===== config.mk =====
export PLATFORM = sky130hd
export DESIGN_NAME = cpu_sequencer
export DESIGN_NICKNAME = d
export VERILOG_FILES = /design/src/rtl/cpu_pkg.sv /design/src/rtl/flags_register.sv /design/src/rtl/cpu_sequencer.sv
export SDC_FILE = /design/constraint.sdc
export NUM_CORES = 1
export LEC_CHECK = 0
export CORE_MARGIN = 4
export CORE_UTILIZATION = 34
export CTS_CLUSTER_SIZE = 12
export DETAILED_ROUTE_END_ITERATION = 10
export GPL_ROUTABILITY_DRIVEN = 0
export PLACE_DENSITY = 0.79
export SYNTH_ARGS = -nofsm -noshare
export SYNTH_HDL_FRONTEND = slang
export SYNTH_SLANG_ARGS = --single-unit

===== constraint.sdc =====
create_clock -name clk -period 1.1 [get_ports clk]
set_input_delay 0.275 -clock clk [delete_from_list [all_inputs] [get_ports clk]]
set_output_delay 0.275 -clock clk [all_outputs]
set_load 0.005 [all_outputs]

===== src/rtl/cpu_pkg.sv =====
// Shared definitions for the microcoded 8-bit CPU: datapath widths,
// microstep limits and the opcode map used by sequencer and decoder.
package cpu_pkg;

    localparam int DATA_W    = 8;
    localparam int STEP_W    = 3;
    localparam int LAST_STEP = 4;

    localparam logic [3:0] NOP = 4'b0000;
    localparam logic [3:0] LDA = 4'b0001;
    localparam logic [3:0] ADD = 4'b0010;
    localparam logic [3:0] SUB = 4'b0011;
    localparam logic [3:0] STA = 4'b0100;
    localparam logic [3:0] LDI = 4'b0101;
    localparam logic [3:0] JMP = 4'b0110;
    localparam logic [3:0] JC  = 4'b0111;
    localparam logic [3:0] JZ  = 4'b1000;
    localparam logic [3:0] OUT = 4'b1110;
    localparam logic [3:0] HLT = 4'b1111;

endpackage


===== src/rtl/flags_register.sv =====
// Z/C flags register: zero detect on the ALU result plus two loadable flops.
module flags_register
    import cpu_pkg::*;
#(
    parameter int DATA_W = cpu_pkg::DATA_W
) (
    input  logic              clk,
    input  logic              rst,
    input  logic              load,
    input  logic [DATA_W-1:0] result,
    input  logic              carry,
    output logic              zf,
    output logic              cf
);

    logic zero;

    assign zero = (result == '0);

    // Capture zero/carry from the current ALU operation when loaded.
    always_ff @(posedge clk) begin
        if (rst) begin
            zf <= 1'b0;
            cf <= 1'b0;
        end else if (load) begin
            zf <= zero;
            cf <= carry;
        end
    end

endmodule


===== src/rtl/cpu_sequencer.sv =====
// Instruction register, microstep counter, flags and halt latch of the CPU.
// Every strobe from the decoder is registered here; outputs depend only on
// state, so there is no combinational loop through the decoder.
module cpu_sequencer
    import cpu_pkg::*;
#(
    parameter int DATA_W    = cpu_pkg::DATA_W,
    parameter int STEP_W    = cpu_pkg::STEP_W,
    parameter int LAST_STEP = cpu_pkg::LAST_STEP
) (
    input  logic              clk,
    input  logic              rst,
    input  logic              step_en,
    input  logic [DATA_W-1:0] bus_in,
    input  logic              ii,
    input  logic              fi,
    input  logic              hlt,
    input  logic              sr,
    input  logic [DATA_W-1:0] alu_result,
    input  logic              alu_carry,
    output logic [3:0]        instruction,
    output logic [3:0]        operand,
    output logic [STEP_W-1:0] step,
    output logic              zf,
    output logic              cf,
    output logic              halted,
    output logic              fetch
);

    localparam logic [STEP_W-1:0] STEP_LAST = STEP_W'(LAST_STEP);

    logic [DATA_W-1:0] ir;
    logic              adv;

    // Once halted nothing advances until reset.
    assign adv = step_en & ~halted;

    // Microstep counter: halt freezes, step-reset or the last step wraps to 0.
    always_ff @(posedge clk) begin
        if (rst) begin
            step <= '0;
        end else if (adv) begin
            if (hlt) begin
                step <= step;
            end else if (sr || (step >= STEP_LAST)) begin
                step <= '0;
            end else begin
                step <= step + 1'b1;
            end
        end
    end

    // Instruction register; reset value decodes as NOP with a zero operand.
    always_ff @(posedge clk) begin
        if (rst) begin
            ir <= {NOP, {(DATA_W-4){1'b0}}};
        end else if (adv && ii) begin
            ir <= bus_in;
        end
    end

    // Sticky halt latch, cleared only by reset.
    always_ff @(posedge clk) begin
        if (rst) begin
            halted <= 1'b0;
        end else if (adv && hlt) begin
            halted <= 1'b1;
        end
    end

    flags_register #(
        .DATA_W (DATA_W)
    ) u_flags (
        .clk    (clk),
        .rst    (rst),
        .load   (adv & fi),
        .result (alu_result),
        .carry  (alu_carry),
        .zf     (zf),
        .cf     (cf)
    );

    assign instruction = ir[DATA_W-1 -: 4];
    assign operand     = ir[3:0];
    assign fetch       = (step == '0) && !halted;

endmodule

; After elaboration in Yosys (flattened, before gate mapping)
; Index checks and enable logic that the tools add are counted.
; Widths: inputs -> output; s select.
[classes]
n_mux = 1
n_addsub = 1
reduce_logical = 8
magnitude_cmp = 1
n_bitwise = 4
[op_table]
columns = op, n
row1 = $logic_not 8->1, 1
row2 = $add 3x1->3 const B, 1
row3 = $ge 3x3->1 const B, 1
row4 = $logic_and 1x1->1, 3
row5 = $logic_not 3->1, 1
row6 = $mux 3, 1
row7 = $and 1x1->1, 2
row8 = $not 1->1, 2
row9 = $reduce_and 2->1, 1
row10 = $logic_not 1->1, 1
row11 = $logic_or 1x1->1, 1
[totals]
wordCells = 20
ff_bits = 14

; Depth between registers and ports, before layout
[depth]
ltp_word = 3
depth_mapped = 4
depth_no_buf = 4

; Hierarchy
; A second synthesis with hierarchy kept.
[hier_totals]
hier_cells = 69
area_unflattened_um2 = 680.7
[modules_own_cells]
columns = module, cells_per_inst, area_per_inst_um2, seq_area_each_um2, instances
row1 = cpu_sequencer, 59, 591.8, 240.2, 1
row2 = flags_register, 10, 88.8, 40.0, 1

; Worst setup path after synthesis
; No wires, ideal clock.
[synth_path]
path_type = reg-to-reg
start = register halted
end = register ir[0]
t_arrival_ps = 911
required_time_ps = 972
n_path_buf = 1
path_slack_ps = 62
path_stages_with_launch = 5
cell_sequence = dfxtp_1 > nand3b_1 > buf_6 > mux2i_1 > nor2_1
[synth_between]
elab_chain_cells = 3
[synth_lines]
columns = item, line
row1 = "start, declared", cpu_sequencer.sv:26  ; output logic halted,
row2 = "start signal, assigned", cpu_sequencer.sv:65  ; halted <= 1'b0;
row3 = "start signal, assigned", cpu_sequencer.sv:67  ; halted <= 1'b1;
row4 = $not 1->1, cpu_sequencer.sv:36  ; assign adv = step_en & ~halted;
row5 = $and 1x1->1, cpu_sequencer.sv:36
row6 = $logic_and 1x1->1, cpu_sequencer.sv:57  ; end else if (adv && ii) begin
row7 = "end signal, assigned", cpu_sequencer.sv:56  ; ir <= {NOP, {(DATA_W-4){1'b0}}};
row8 = "end signal, assigned", cpu_sequencer.sv:58  ; ir <= bus_in;
row9 = "end, declared", cpu_sequencer.sv:32  ; logic [DATA_W-1:0] ir;
; No other way between the ends.
; A chain may end at the register's enable or synchronous reset.

; Worst setup path after layout
[layout_path]
start = register step[1]
end = output port fetch
[layout_between]
elab_chain_cells = 2
[layout_lines]
columns = item, line
row1 = "start, declared", cpu_sequencer.sv:23  ; output logic [STEP_W-1:0] step,
row2 = "start signal, assigned", cpu_sequencer.sv:44  ; step <= step;
row3 = "start signal, assigned", cpu_sequencer.sv:48  ; step <= step + 1'b1;
row4 = $logic_not 3->1, cpu_sequencer.sv:85  ; assign fetch = (step == '0) && !halted;
row5 = $logic_and 1x1->1, cpu_sequencer.sv:85
row6 = "end, declared", cpu_sequencer.sv:27  ; output logic fetch
; No other way between the ends.

==> run summary <==
CP arrival - 1.06 ns
Hold WC Path Type - in -> reg
total track usage - 0.144
WL/cell - 13.2 µm
Worst-Skew Late Latency - 0.28 ns
DIE AREA - 0.00245 mm²
Final Power - 1.17 mW
Slew HR - 0.772
Post-Syn Area - 584 µm²
Post-Route WL - 1.77 mm
CP startpoint kind - flip-flop
CP Capture Type - output pin
slowest stage cell, crit path - dfxtp_2
Worst Reg-to-Reg Cells - 5
H-tree Lvls - 1
maximum achievable frequency - 747 MHz
Port Buffers - 38
nets@finish - 145
cell area after layout - 0.00119 mm²
TritonCTS clock tree - yes
RSZ-0062 raised after global routing - yes
initial antenna violation count - 0
Pre-antenna DRT Iters - 3
Die Span Y - 49.5 µm
drc violations - 0
1st-iter DRT viols - 4
final core utilization - 0.765
Syn Nets - 87
critical path class - reg -> out
Hold Buf Count CTS - 0
Setup Skew - 0.00397 ns
largest net degree at the start of global routing - 9
Worst VDD drop - 0.763 mV
CP cell instances - inv_2, ha_4, nor3b_2, buf_2
vias per inst - 4.85
Slew @ Worst Pin - 0.341 ns
Distinct cells, synth - 17
Hold Path Depth - 4
status - finished with violations
sequential area share after synthesis - 0.480
Core Box Area - 0.00156 mm²
Gate Count Post-Synth - 61
Row Count - 14
Top Ports - 39
antenna-violating nets left - 0
Area Overhead vs Synth - 104%
period utilization - 1.22
Yosys reg bits - 14
Mean Syn Cell Area - 9.58 µm²
total number of vias - 650
GRT overflow - 0
Power Density - 979 mW/mm²
area post-placement - 0.00104 mm²
Setup WS post-layout - -0.239 ns
ratio of cells with drive above 1 in the final layout - 0.559
Max Root-Sink Buffers - 2
Clock Pin Slew Worst Setup and Hold Paths - 0.09 ns
Max FO, Critical Path - 2
failing checks - negative setup slack
final count of hold timing violations - 0
HPWL Detailed - 1.29 mm
warnings from Yosys - 0
WP data required - 0.82 ns
Root Driver - clkbuf_4
global-route wire length before repair - 2.69 mm
total CTS buffers - 3
max cap viols - 0
vias in the first global route - 662
clk sinks - 14
Crit path largest cell delay - 0.35 ns
die span in x - 49.5 µm
P_leak - 0.557 nW
setup_tns - -0.603 ns
fin crit period - 1.34 ns
Antenna Cells - 0
Final Setup Violations - 12
Slew Viols, Final - 0
Starting Density - 0.375
[sequential cells by signal, summed over array words and instances (netlist names)]
register	count
halted	1
ir	8
u_flags.cf	1
step	3
u_flags.zf	1
[synth_stat cells]
cell,instances,area (µm²)
a21oi_1,5,25.0
buf_6,1,11.3
clkbuf_1,1,3.75
dfxtp_1,14,280
ha_1,2,25.0
inv_1,2,7.51
mux2i_1,8,80.1
nand2_1,5,18.8
nand3_1,3,15.0
nand3b_1,3,22.5
nand4b_1,1,8.76
nor2_1,10,37.5
nor3b_1,1,7.51
nor3b_2,1,12.5
nor4_1,2,12.5
o31ai_1,1,7.51
or3b_1,1,8.76
[through the flow]
stage               hold WS, ns  instances  worst slack (ns)
CTS                       0.460        131            -0.246
detailed placement        0.457        123            -0.382
floorplan                 0.344         61            0.0615
global route              0.442        134            -0.292
global placement          0.446        123            -0.370
finish                    0.414        134            -0.239
[report_power, final]
| part | switching [mW] | internal [mW] |
|---|---|---|
| clock | 0.170 | 0.202 |
| sequential | 0.0112 | 0.531 |
| combinational | 0.0881 | 0.166 |
[worst paths after layout]
kind / to / startpoint / slack, ns
worst max-delay path: fetch / step[1] / -0.24
worst min-delay path: halted / hlt / 0.41
worst max register to register: ir[6] / halted / -0.04
worst min register to register: u_flags.zf / u_flags.zf / 0.49
[cell families (layout without fill, tap and decap cells)]
family,after synthesis,after routing,synth area share
and+or+nand+nor,27,27,0.246
DFF,14,14,0.480
muxes,8,8,0.137
AOI/OAI and AO/OA,6,6,0.0557
buffers and inverters,4,61,0.0385
adders and majority gates,2,2,0.0428
[worst max-delay path, delay by kind of cell, from the launching register on]
kind	cells	cell delay [ns]
AND/OR/NAND/NOR	1	0.14
adder cells (fa/ha/maj)	1	0.14
buffers and inverters	2	0.17
flip-flops	1	0.35
[area by class of cell]
| type | instances | area, µm² |
|---|---|---|
| Multi-Input combinational cell | 43 | 345 |
| Tap cell | 16 | 20.0 |
| Clock buffer | 4 | 36.3 |
| Inverter | 2 | 7.51 |
| Fill cell | 114 | 367 |
| Sequential cell | 14 | 298 |
| Timing Repair Buffer | 55 | 485 |
[cells in the final DEF, fill, tap and decap left out]
master,n
clkbuf_2,1
buf_4,10
nand3_2,3
nor2_1,10
nor3b_2,1
dfxtp_2,14
nand2_1,2
a21oi_1,1
inv_2,2
nor4_1,2
buf_6,11
dlymetal6s2s_1,1
o31ai_1,1
nand4b_1,1
mux2i_1,8
clkbuf_4,3
nor3b_4,1
a21oi_2,4
nand3b_1,3
clkdlybuf4s50_1,21
ha_4,1
buf_2,10
clkbuf_8,1
nand2_2,3
ha_1,1
or3b_4,1
dlygate4sd2_1,1
[timing repair]
item | CTS | global route
gates cloned | 0 | 0
setup buffers | 5 | 4
gates resized for setup | 81 | 23
endpoints found under the setup margin | 24 | 23
pin swaps | 4 | 10
[metal layers]
layer	wire, µm	global-route usage	vias up
li1	-	-	326
met4	30	0.0829	0
met5	0	0	-
met1	645	0.135	297
met2	965	0.266	24
met3	126	0.0512	3
(Power assumes the default switching activity.)
